**src/rtl/dmem_arbiter.sv**
```systemverilog
// Round-robin arbiter sharing one single-port 64-bit data memory between the core (port 0)
// and the loader/debug port (port 1); one transaction in flight, fixed read latency.
module dmem_arbiter #(
  parameter int ADDR_W  = 10,
  parameter int MEM_LAT = 1
) (
  input  logic              clock,
  input  logic              reset,
  input  logic              req0,
  input  logic              we0,
  input  logic [ADDR_W-1:0] addr0,
  input  logic [63:0]       wdata0,
  input  logic [7:0]        wstrb0,
  output logic              gnt0,
  output logic              done0,
  output logic [63:0]       rdata0,
  input  logic              req1,
  input  logic              we1,
  input  logic [ADDR_W-1:0] addr1,
  input  logic [63:0]       wdata1,
  input  logic [7:0]        wstrb1,
  output logic              gnt1,
  output logic              done1,
  output logic [63:0]       rdata1,
  output logic              mem_en,
  output logic              mem_we,
  output logic [ADDR_W-1:0] mem_addr,
  output logic [63:0]       mem_wdata,
  output logic [7:0]        mem_wstrb,
  input  logic [63:0]       mem_rdata,
  output logic              fsm_state
);

  // Handshake: a requester holds reqN with stable fields; the transfer happens in the
  // cycle where reqN && gntN, and completes with a one-cycle doneN pulse MEM_LAT+1 later.
  typedef enum logic {IDLE = 1'b0, WAIT = 1'b1} state_t;

  state_t     state;
  logic [3:0] cnt;
  logic       owner;
  logic       last;
  logic       op_we;
  logic       win;
  logic       pick;

  // reset gates the win so grants and memory outputs stay low while reset is held
  always_comb begin
    win  = 1'b0;
    pick = 1'b0;
    if (reset && state == IDLE) begin
      if (req0 && req1) begin
        win  = 1'b1;
        pick = ~last;
      end else if (req0) begin
        win  = 1'b1;
        pick = 1'b0;
      end else if (req1) begin
        win  = 1'b1;
        pick = 1'b1;
      end
    end
  end

  always_comb begin
    gnt0      = win & ~pick;
    gnt1      = win & pick;
    mem_en    = win;
    mem_we    = 1'b0;
    mem_addr  = '0;
    mem_wdata = '0;
    mem_wstrb = '0;
    if (win) begin
      if (pick) begin
        mem_we    = we1;
        mem_addr  = addr1;
        mem_wdata = wdata1;
        mem_wstrb = we1 ? wstrb1 : 8'h00;
      end else begin
        mem_we    = we0;
        mem_addr  = addr0;
        mem_wdata = wdata0;
        mem_wstrb = we0 ? wstrb0 : 8'h00;
      end
    end
  end

  assign fsm_state = (state == WAIT);

  always_ff @(posedge clock or negedge reset) begin
    if (!reset) begin
      state  <= IDLE;
      cnt    <= 4'd0;
      owner  <= 1'b0;
      last   <= 1'b1;
      op_we  <= 1'b0;
      done0  <= 1'b0;
      done1  <= 1'b0;
      rdata0 <= 64'd0;
      rdata1 <= 64'd0;
    end else begin
      done0 <= 1'b0;
      done1 <= 1'b0;
      case (state)
        IDLE: begin
          if (win) begin
            owner <= pick;
            last  <= pick;
            op_we <= pick ? we1 : we0;
            cnt   <= 4'(MEM_LAT - 1);
            state <= WAIT;
          end
        end
        WAIT: begin
          if (cnt != 4'd0) begin
            cnt <= cnt - 4'd1;
          end else begin
            // cnt == 0 marks the cycle in which mem_rdata is valid
            if (!op_we) begin
              if (owner) rdata1 <= mem_rdata;
              else       rdata0 <= mem_rdata;
            end
            if (owner) done1 <= 1'b1;
            else       done0 <= 1'b1;
            state <= IDLE;
          end
        end
        default: state <= IDLE;
      endcase
    end
  end

endmodule

```
**config.mk**
```make
export PLATFORM = sky130hd
export DESIGN_NAME = dmem_arbiter
export DESIGN_NICKNAME = d
export VERILOG_FILES = /design/src/rtl/dmem_arbiter.sv
export SDC_FILE = /design/constraint.sdc
export NUM_CORES = 1
export LEC_CHECK = 0
export BUFFER_PORTS_ARGS = -buffer_cell sky130_fd_sc_hd__clkbuf_2
export CORE_AREA = 2 2 175 177
export CTS_BUF_LIST = sky130_fd_sc_hd__clkbuf_8
export CTS_CLUSTER_DIAMETER = 30
export DETAILED_ROUTE_END_ITERATION = 12
export DIE_AREA = 0 0 177 179
export PLACE_DENSITY = 0.56
export SETUP_SLACK_MARGIN = 0.02
export SLEW_MARGIN = 40
export SYNTH_ARGS = -nofsm -noshare
export SYNTH_HDL_FRONTEND = slang
export SYNTH_SLANG_ARGS = --single-unit
export TNS_END_PERCENT = 30
```
**constraint.sdc**
```tcl
create_clock -name clock -period 4.4 [get_ports clock]
set_clock_uncertainty 0.05 [all_clocks]
set_input_delay 0.44 -clock clock [delete_from_list [all_inputs] [get_ports clock]]
set_output_delay 0.44 -clock clock [all_outputs]
set_load 0.01 [all_outputs]
```
# Yosys cells after proc, flatten, opt, wreduce, memory -nomap -nowiden
# Index checks and enable logic that the tools add are counted.
# totals
regBits,138
output_inout_bits,217
wordCells,56
# op_classes
n_addsub,1
eq_ne,2
mux,29
n_bitwise,8
n_reduce_logical,7
# op_table
op,n
64-bit two-way mux,2
8-bit two-way mux,4
10-bit two-way mux,2
1-bit two-way mux,17
4-bit two-way mux,2
4-bit case mux with 2 select lines,1
4-bit AND reduction,2
1-bit NOT,6
2-bit AND reduction,2
4-bit nonzero test,1
"4-bit by 1-bit subtractor with 4-bit output, second input constant",1
1-bit bitwise AND,2
1-bit logical AND,2
"2-bit by 1-bit != test with 1-bit output, second input constant",1
"2-bit != test, second input constant",1
1-bit case mux with 2 select lines,1

# Logic depth before layout (Yosys ltp)
# Gate-level depths: netlist (run 1).
# logic_depth
ltp_word,6
ltp_mapped,7
mapped_depth_nobuf,5

# Least setup slack after synthesis (run 1)
# No wires, ideal clock.
# synth_timing
path_type,register to output
start,register last
end,output mem_wdata[45]
arrival_time_ns,1.582
required_ns,3.910
setup_slack_ns,2.328
stages_incl_launch_ff,7
path_buffers,3
path_cell_list,dfstp_2 nand2b_1 and3_1 clkbuf_1 buf_2 clkbuf_1 a22o_1
# synth_via
elab_chain_cells,5
# synth_rtl
element,line,rtl
start: declaration,41,logic last;
start signal: assignment,107,last <= pick;
1-bit NOT,53,pick = ~last;
1-bit two-way mux,51,if (req0 && req1) begin
1-bit two-way mux,50,if (reset && state == IDLE) begin
64-bit two-way mux,73,if (pick) begin
64-bit two-way mux,72,if (win) begin
end: declaration,28,"output logic [63:0] mem_wdata,"
# Every way passes these cells.

# Final worst setup path (run 1)
# layout_timing
start,input reset
end,output mem_wdata[61]
# layout_via
elab_chain_cells,4
elab_cells_between_ends,5
cone_classes,mux: 4; reduce/logical: 1
# layout_rtl
element,line,rtl
start: declaration,8,"input logic reset,"
1-bit logical AND *,50,
1-bit two-way mux,50,
64-bit two-way mux,73,
64-bit two-way mux *,72,
# Mark *: on every way between the ends. The rest lies on a longest branch, timed or not.

==> impl_metrics.tcl, run 1 <==
set metrics [dict create \
    fmax_mhz 297.6 \
    yosys_warnings 0 \
    gr-total-overflow 0 \
    cts_tree "built" \
    dpl.hpwl_um 20750 \
    setup_viol 0 \
    synth_top_area_cell "dfrtp_1" \
    post_cts_resized 0 \
    use_met2 0.2618 \
    ys_ff_latch 138 \
    grt_pass1_vias 5854 \
    min_period_ps 3360 \
    slowest_stage "and3_2" \
    cellLeakagePower_nw 4.762 \
    max-vdd-ir-drop_uv 161.6 \
    synthesis.nets 678 \
    busiest_layer "met2" \
    grt_max_degree 78 \
    grt_usage 0.1567 \
    coreArea_um2 30030 \
    dr.pass1.iters 6 \
    worstPathArrival_ps 2870 \
    p_seq_frac 0.395 \
    cp-startpoint "reset" \
    layout_commonest_cell "clkbuf_2" \
    seq_area_frac_synth 0.5596 \
    most-common-layout-cells "clkbuf_2, dfrtp_1, mux2_2, a22o_1, clkbuf_8" \
    synth_area_um2 6173 \
    use_met3 0.05980 \
    timing.rr.start "cnt[0]" \
    switching_share 0.3663 \
    min_period_over_period 0.7636 \
    wl_um 25900 \
    avgViaCountPerCell 4.385 \
    min_path_type "primary input to flip-flop" \
    avgSynthCellArea_um2 13.94 \
    required_ps 3910 \
    cell_internal_pwr_mw 3.603 \
    layout.cells.non_filler 1301 \
    cts_max_level 4 \
    hp-start "mem_rdata[44]" \
    status "completed" \
    cts_sinks 138 \
    critPathMaxFanout 42 \
    netlist.area_leader.share 0.5553 \
    synth.area.top_cells "dfrtp_1, mux2_2, a22o_1, buf_2, o211ai_1" \
    met1_usage 0.1869 \
    drt_iter0_drc 233 \
    hold_viol 0 \
    synthCells 443 \
    clk_pin_slew_worst_paths_ps 90 \
    clock_tree.root_cell "clkbuf_8" \
    syn_to_final_growth_pct 49.90 \
    grt_pass1_wl_um 36270 \
    path_delay_family "buffers and inverters" \
    vias 5705 \
    nets 1128 \
    max_cap_violations 0 \
    comb_power_share 0.432 \
    ant_nets 0 \
    drv_slew 0 \
    cts-buffers-inserted 17 \
    clk_latency_ps 440 \
    io_pins 451 \
    rsz0062_at_grt "no" \
    cp_num_buf_inv 4 \
    portBuffers 450 \
    place.gp.congestion 0.9026 \
    initial_core_util 0.2056 \
    fp.dieW_um 177 \
    cp-start-kind "primary input" \
    worst_slew_pin_slew_ps 788.8 \
    drive_gt1_frac 0.6947 \
    die_y_um 179 \
    place_inst 1267 \
    switchingPower_mw 2.083 \
    drc 0 \
    die-area_um2 31680 \
    path_cells "dlygate4sd3_1 -> buf_6 -> nor2b_1 -> and3_2 -> buf_4 -> a22o_1 -> clkbuf_2" \
    clockBufferDepth 2 \
    p_per_area_nw_per_um2 614.4 \
    slew_headroom 0.4741 \
    synth_cell_type_count 35 \
    critPathKind "primary input to output port" \
    wl_per_cell_um 19.91 \
    slowest_delay_ps 710 \
    num_rows 64 \
    end_kind "output port" \
    finalSetupTns_ps 0 \
    fillCellCount 3140 \
    antenna_found_initial 2 \
    clkPwrFrac 0.173 \
]
==> worst paths after layout <==
kind	to	slack, ps	depth (start not counted)
min	rdata0[44]	190	2
max reg2reg	rdata0[40]	2260	6
min in group asynchronous	fsm_state	350	2
min reg2reg	rdata1[35]	460	1
max in group asynchronous	rdata0[28]	2450	5
max	mem_wdata[61]	1040	7
==> metrics by stage <==
step                hold slack [ps]  power [mW]  utilization  instance area [um^2]  setup slack [ps]
floorplan                     94.41       3.590            -                  6173              2328
global placement              245.4       4.718       0.2943                  8836              1602
detailed placement            244.2       4.761       0.2944                  8840              1516
CTS                           149.4       5.777       0.3067                  9209             932.9
global route                  158.0       6.092       0.3082                  9254             871.3
finish                        193.3       5.686       0.3082                  9254              1040
==> cell type report <==
class,instances,area (um^2),share of cell area
sequential,138,3455,0.3733
multi-input combinational,265,2511,0.2714
timing repair buffer,466,2412,0.2607
tap,396,495.5,0.05354
clock buffer,19,261.5,0.02826
clock inverter,11,97.59,0.01055
inverter,5,18.77,0.002028
antenna,1,2.502,0.0002704
==> what timing repair did <==
item	CTS	global route
hold buffers	1	0
buffers inserted	0	0
hold endpoints to repair	11	0
==> flip-flops by register name (all words and copies together) (netlist names) <==
name,cells
rdata1,64
rdata0,64
fsm_state,1
owner,1
last,1
cnt,4
op_we,1
done0,1
done1,1
==> worst register-to-register path, stage by stage, from the launching register on <==
cell and delay [ps]:
dfrtp_1 410, inv_1 80, ha_1 210, nand4bb_1 180, nor3_4 170, buf_4 470, mux2_2 460
==> Yosys cell counts <==
library cell  count
a21oi_1           9
a22o_1           74
and2_1            2
and3_1            1
and3b_1           1
and4bb_2          1
buf_1             3
buf_2            15
buf_6             6
clkbuf_1         11
dfrtp_1         137
dfstp_2           1
ha_1              1
inv_1             5
mux2_2          128
mux2i_1           1
nand2_1           1
nand2b_1          2
nand3_1           1
nand3b_1          3
nand4_1           8
nand4bb_1         1
nor2_1            6
nor2_2            1
nor2b_1           1
nor3_1            3
nor3_4            1
nor3b_1           1
o211ai_1          9
o21ai_0           3
o21bai_1          2
o22ai_1           1
o311ai_0          1
o31ai_1           1
xor2_1            1
==> routing by layer <==
layer	up-vias	wire length, um	share of wire
met5	-	12	0.00046
met4	2	382	0.015
met3	28	2503	0.097
met2	292	12650	0.49
met1	2805	10350	0.40
li1	2578	-	-
==> cells by family (layout without fill, tap and decap cells) <==
group,Yosys count,after routing,share of synthesized area
compound gates,100,100,0.1317
xor+xnor,1,1,0.001419
fa+ha+maj,1,1,0.002026
buf+inv,40,501,0.03466
flops,138,138,0.5596
mux,129,129,0.2351
other cells,0,1,0
simple gates,34,34,0.03547
==> power groups by stage <==
stage	sequential (mW)	clock (mW)	combinational, mW
finish	2.25	0.981	2.46
global route	2.33	1.08	2.68
CTS	2.25	1.03	2.49
detailed placement	2.28	0	2.49
global placement	2.25	0	2.47
floorplan	2.52	0	1.07
Power figures use the tool's default switching activity.
==> run 2: changes to the inputs <==
Clock period 4.4 ns to 3.3 ns, I/O delays scaled along.
==> impl_metrics.tcl, run 2 (synthesized netlist as in run 1, its figures left out) <==
set metrics [dict create \
    critPathKind "primary input to output port" \
    max_cap_violations 0 \
    hp-start "mem_rdata[50]" \
    drt_iter0_drc 304 \
    most-common-layout-cells "clkbuf_2, dfrtp_1, mux2_2, a22o_1, clkbuf_8" \
    initial_core_util 0.2056 \
    setup_viol 0 \
    max-vdd-ir-drop_uv 324.4 \
    clk_pin_slew_worst_paths_ps 90 \
    syn_to_final_growth_pct 50.30 \
    cp-start-kind "primary input" \
    slew_headroom 0.5092 \
    ant_nets 0 \
    clock_tree.root_cell "clkbuf_8" \
    vias 5680 \
    rsz0062_at_grt "no" \
    p_per_area_nw_per_um2 842.2 \
    io_pins 451 \
    dr.pass1.iters 4 \
    required_ps 2920 \
    grt_pass1_wl_um 34730 \
    cellLeakagePower_nw 4.757 \
    cp-startpoint "reset" \
    grt_pass1_vias 5545 \
    r2r_setup_slack_ps 1160 \
    path_cells "dlygate4sd3_1 -> buf_6 -> nor2b_1 -> and3_2 -> buf_12 -> a22o_1 -> clkbuf_2" \
    min_to "rdata1[50]" \
    clk_latency_ps 450 \
    post_cts_resized 0 \
    die_y_um 179 \
    finalSetupTns_ps 0 \
    cts-buffers-inserted 17 \
    wl_um 25530 \
    min_period_ps 2965 \
    drv_slew 0 \
    cts_sinks 138 \
    path_delay_family "buffers and inverters" \
    status "completed" \
    end_kind "output port" \
    min_path_type "primary input to flip-flop" \
    reg2reg_depth 6 \
    fmax_mhz 337.3 \
    critPathMaxFanout 55 \
    hold_viol 0 \
    gr-total-overflow 0 \
    avgViaCountPerCell 4.386 \
    power_mw 7.815 \
    r2r-end "rdata1[2]" \
    layout_commonest_cell "clkbuf_2" \
    wl_per_cell_um 19.71 \
    grt_usage 0.1521 \
    slowest_delay_ps 570 \
    worstPathArrival_ps 2580 \
    holdPathStages 2 \
    die-area_um2 31680 \
    fp.dieW_um 177 \
    grt_max_degree 131 \
    antenna_found_initial 2 \
    post_dp_cell_area_um2 8841 \
    cp_num_buf_inv 4 \
    place.gp.congestion 0.9522 \
    min_period_over_period 0.8984 \
    clockBufferDepth 2 \
    worst_slew_pin_slew_ps 731.4 \
    slowest_stage "dlygate4sd3_1" \
    nets 1120 \
    drc 0 \
    largestRegisters "rdata0 (64), rdata1 (64), cnt (4)" \
    portBuffers 450 \
    fin_area_um2 9279 \
    drive_gt1_frac 0.6920 \
    dpl.hpwl_um 20350 \
    cts_max_level 4 \
    timing.rr.start "cnt[0]" \
    cts_tree "built" \
    num_rows 64 \
    coreArea_um2 30030 \
]
run 2: cell count changes in the layout (fill, tap and decap cells not counted), sizes merged:
cell | before | now
buf | 16 | 8
clkbuf | 468 | 467
bufinv | 1 | 4
clkinvlp | 4 | 2
diode | 1 | 3
run 2: final cells by class:
cell class              count  area [um^2]
multi-input cells         265         2511
clock buffers              18        247.7
flip-flops and latches    138         3455
inverters                   5        18.77
fillers                  3170        20750
repair buffers            458         2371
clock inverters            12        172.7
diodes                      3        7.507
well taps                 396        495.5
run 2: worst max-delay path by stage:
stage	end	slack, ps	cells past startpoint
floorplan	mem_wdata[45]	1340	6
global placement	mem_wdata[1]	960	6
detailed placement	mem_wdata[1]	930	6
CTS	mem_wdata[1]	330	7
global route	mem_wdata[1]	220	7
finish	mem_wdata[47]	340	7
run 2: layer usage:
metal | wire (um) | track usage
met3 | 2236 | 0.04813
met5 | 0 | 0
met4 | 919 | 0.08161
met2 | 12250 | 0.2443
met1 | 10120 | 0.1813
run 2: report_power, final:
part | switching [mW] | leakage [nW] | internal, mW | total, mW
clock | 0.707 | 0.211 | 0.834 | 1.54
sequential | 0.458 | 1.65 | 2.54 | 3.00
combinational | 1.64 | 2.89 | 1.63 | 3.28
run 2: metrics by stage:
step             util  hold WS [ps]  instances  setup slack [ps]
2_1_floorplan       -        -15.59        443              1338
3_3_place_gp   0.2944         126.5       1261             956.0
3_5_place_dp   0.2944         130.3       1261             933.3
4_1_cts        0.3088         23.65       1292             326.0
5_1_grt        0.3089         30.89       1294             222.5
6_report       0.3090         65.17       1295             335.3
run 2: timing repair:
action	4_1_cts	5_1_grt
hold buffers	1	0
setup buffers	0	0
setup endpoints to repair	0	0
hold endpoints to repair	8	0
==> run 3: changes to the inputs <==
Settings changed: HOLD_SLACK_MARGIN set to 0.15, MAX_ROUTING_LAYER set to met4.
==> impl_metrics.tcl, run 3 (synthesized netlist as in run 1, its figures left out) <==
set metrics [dict create \
    status "completed" \
    drive_gt1_frac 0.6458 \
    largestRegisters "rdata0 (64), rdata1 (64), cnt (4)" \
    dr.pass1.iters 4 \
    min_period_over_period 0.9009 \
    post_cts_resized 0 \
    cts_max_level 4 \
    syn_to_final_growth_pct 60.76 \
    setup_viol 0 \
    finalSetupTns_ps 0 \
    cts_sinks 138 \
    die-area_um2 31680 \
    vias 5930 \
    cts-buffers-inserted 17 \
    grt_pass1_wl_um 35440 \
    clk_pin_slew_worst_paths_ps 90 \
    clock_tree.root_cell "clkbuf_8" \
    cts_tree "built" \
    grt_usage 0.1593 \
    hold_slack_ps 247.3 \
    worst_slew_pin_slew_ps 718.7 \
    clk_latency_ps 450 \
    ant_nets 0 \
    cp-start-kind "primary input" \
    seq_area_um2 3455 \
    portBuffers 450 \
    coreArea_um2 30030 \
    critPathMaxFanout 55 \
    wl_um 26200 \
    num_rows 64 \
    slew_headroom 0.5177 \
    cts_setup_buffers 0 \
    worstPathArrival_ps 2590 \
    rsz0062_at_grt "no" \
    layout_commonest_cell "clkbuf_2" \
    fmax_mhz 336.4 \
    cellLeakagePower_nw 5.025 \
    clockBufferDepth 2 \
    max-vdd-ir-drop_uv 324.0 \
    die_y_um 179 \
    p_per_area_nw_per_um2 794.6 \
    wl_per_cell_um 19.25 \
    end_kind "output port" \
    hold_viol 0 \
    antenna_found_initial 2 \
    gr-total-overflow 0 \
    min_period_ps 2973 \
    drc 0 \
    multi_input_area_um2 2511 \
    min_path_type "primary input to asynchronous set/reset pin" \
    fp.dieW_um 177 \
    drv_slew 0 \
    fillCellCount 3092 \
    most-common-layout-cells "clkbuf_2, dfrtp_1, mux2_2, a22o_1, dlygate4sd3_1" \
    grt_pass1_vias 5821 \
    holdBufCountCts 65 \
    required_ps 2920 \
    drt_iter0_drc 347 \
    initial_core_util 0.2056 \
    critPathKind "primary input to output port" \
    nets 1184 \
    io_pins 451 \
    avgViaCountPerCell 4.357 \
    max_cap_violations 0 \
    place.gp.congestion 0.9708 \
    grt_max_degree 131 \
    dpl.hpwl_um 20350 \
]
run 3: cell types whose count changed in the layout (fill, tap and decap cells not counted), sizes merged:
cell / change
dlygate4sd3: +64
diode: +2
run 3: critical path: stages:
cell and delay, ps:
dlygate4sd3_1 560, buf_6 210, nor2b_1 190, and3_2 510
buf_12 300, a22o_1 270, clkbuf_2 170
run 3: routing by layer:
layer	global-route usage	vias up	routed length, um
li1	-	2693	-
met1	0.1873	2903	10540
met2	0.2518	304	12610
met3	0.04114	30	2147
met4	0.08161	0	901
met5	-	-	0
run 3: metrics by stage:
step | util | instance area [um^2] | total power [mW] | std cells | setup slack, ps
floorplan | - | 6173 | 4.786 | 443 | 1338
global placement | 0.2944 | 8841 | 6.300 | 1261 | 956.0
detailed placement | 0.2944 | 8841 | 6.361 | 1261 | 933.3
CTS | 0.3301 | 9912 | 8.005 | 1356 | 326.0
global route | 0.3303 | 9917 | 8.398 | 1358 | 232.8
finish | 0.3305 | 9925 | 7.886 | 1361 | 326.9
run 3: where the power goes:
part,switching [mW],internal (mW),leakage [nW]
registers,0.464,2.54,1.65
logic,1.66,1.68,3.16
clock network,0.704,0.834,0.211
total,2.83,5.06,5.02
run 3: area by class of cell:
type / instances / share of cell area
diodes: 5 / 0.001261
clock inverters: 12 / 0.01740
inverters: 5 / 0.001891
repair buffers: 522 / 0.3035
multi-input cells: 265 / 0.2530
flip-flops and latches: 138 / 0.3481
clock buffers: 18 / 0.02496
well taps: 396 / 0.04992
run 3: path summary, 6_finish.rpt:
| kind | from | end | slack (ps) | depth (start not counted) |
|---|---|---|---|---|
| setup / recovery | reset | mem_wdata[47] | 330 | 7 |
| hold / removal | reset | cnt[2] | 250 | 2 |
| setup reg to reg | cnt[0] | rdata1[42] | 1160 | 6 |
| hold reg to reg | rdata1[40] | rdata1[40] | 460 | 1 |
| max in group asynchronous | reset | rdata1[27] | 1990 | 3 |
| min in group clock | we0 | op_we | 280 | 3 |
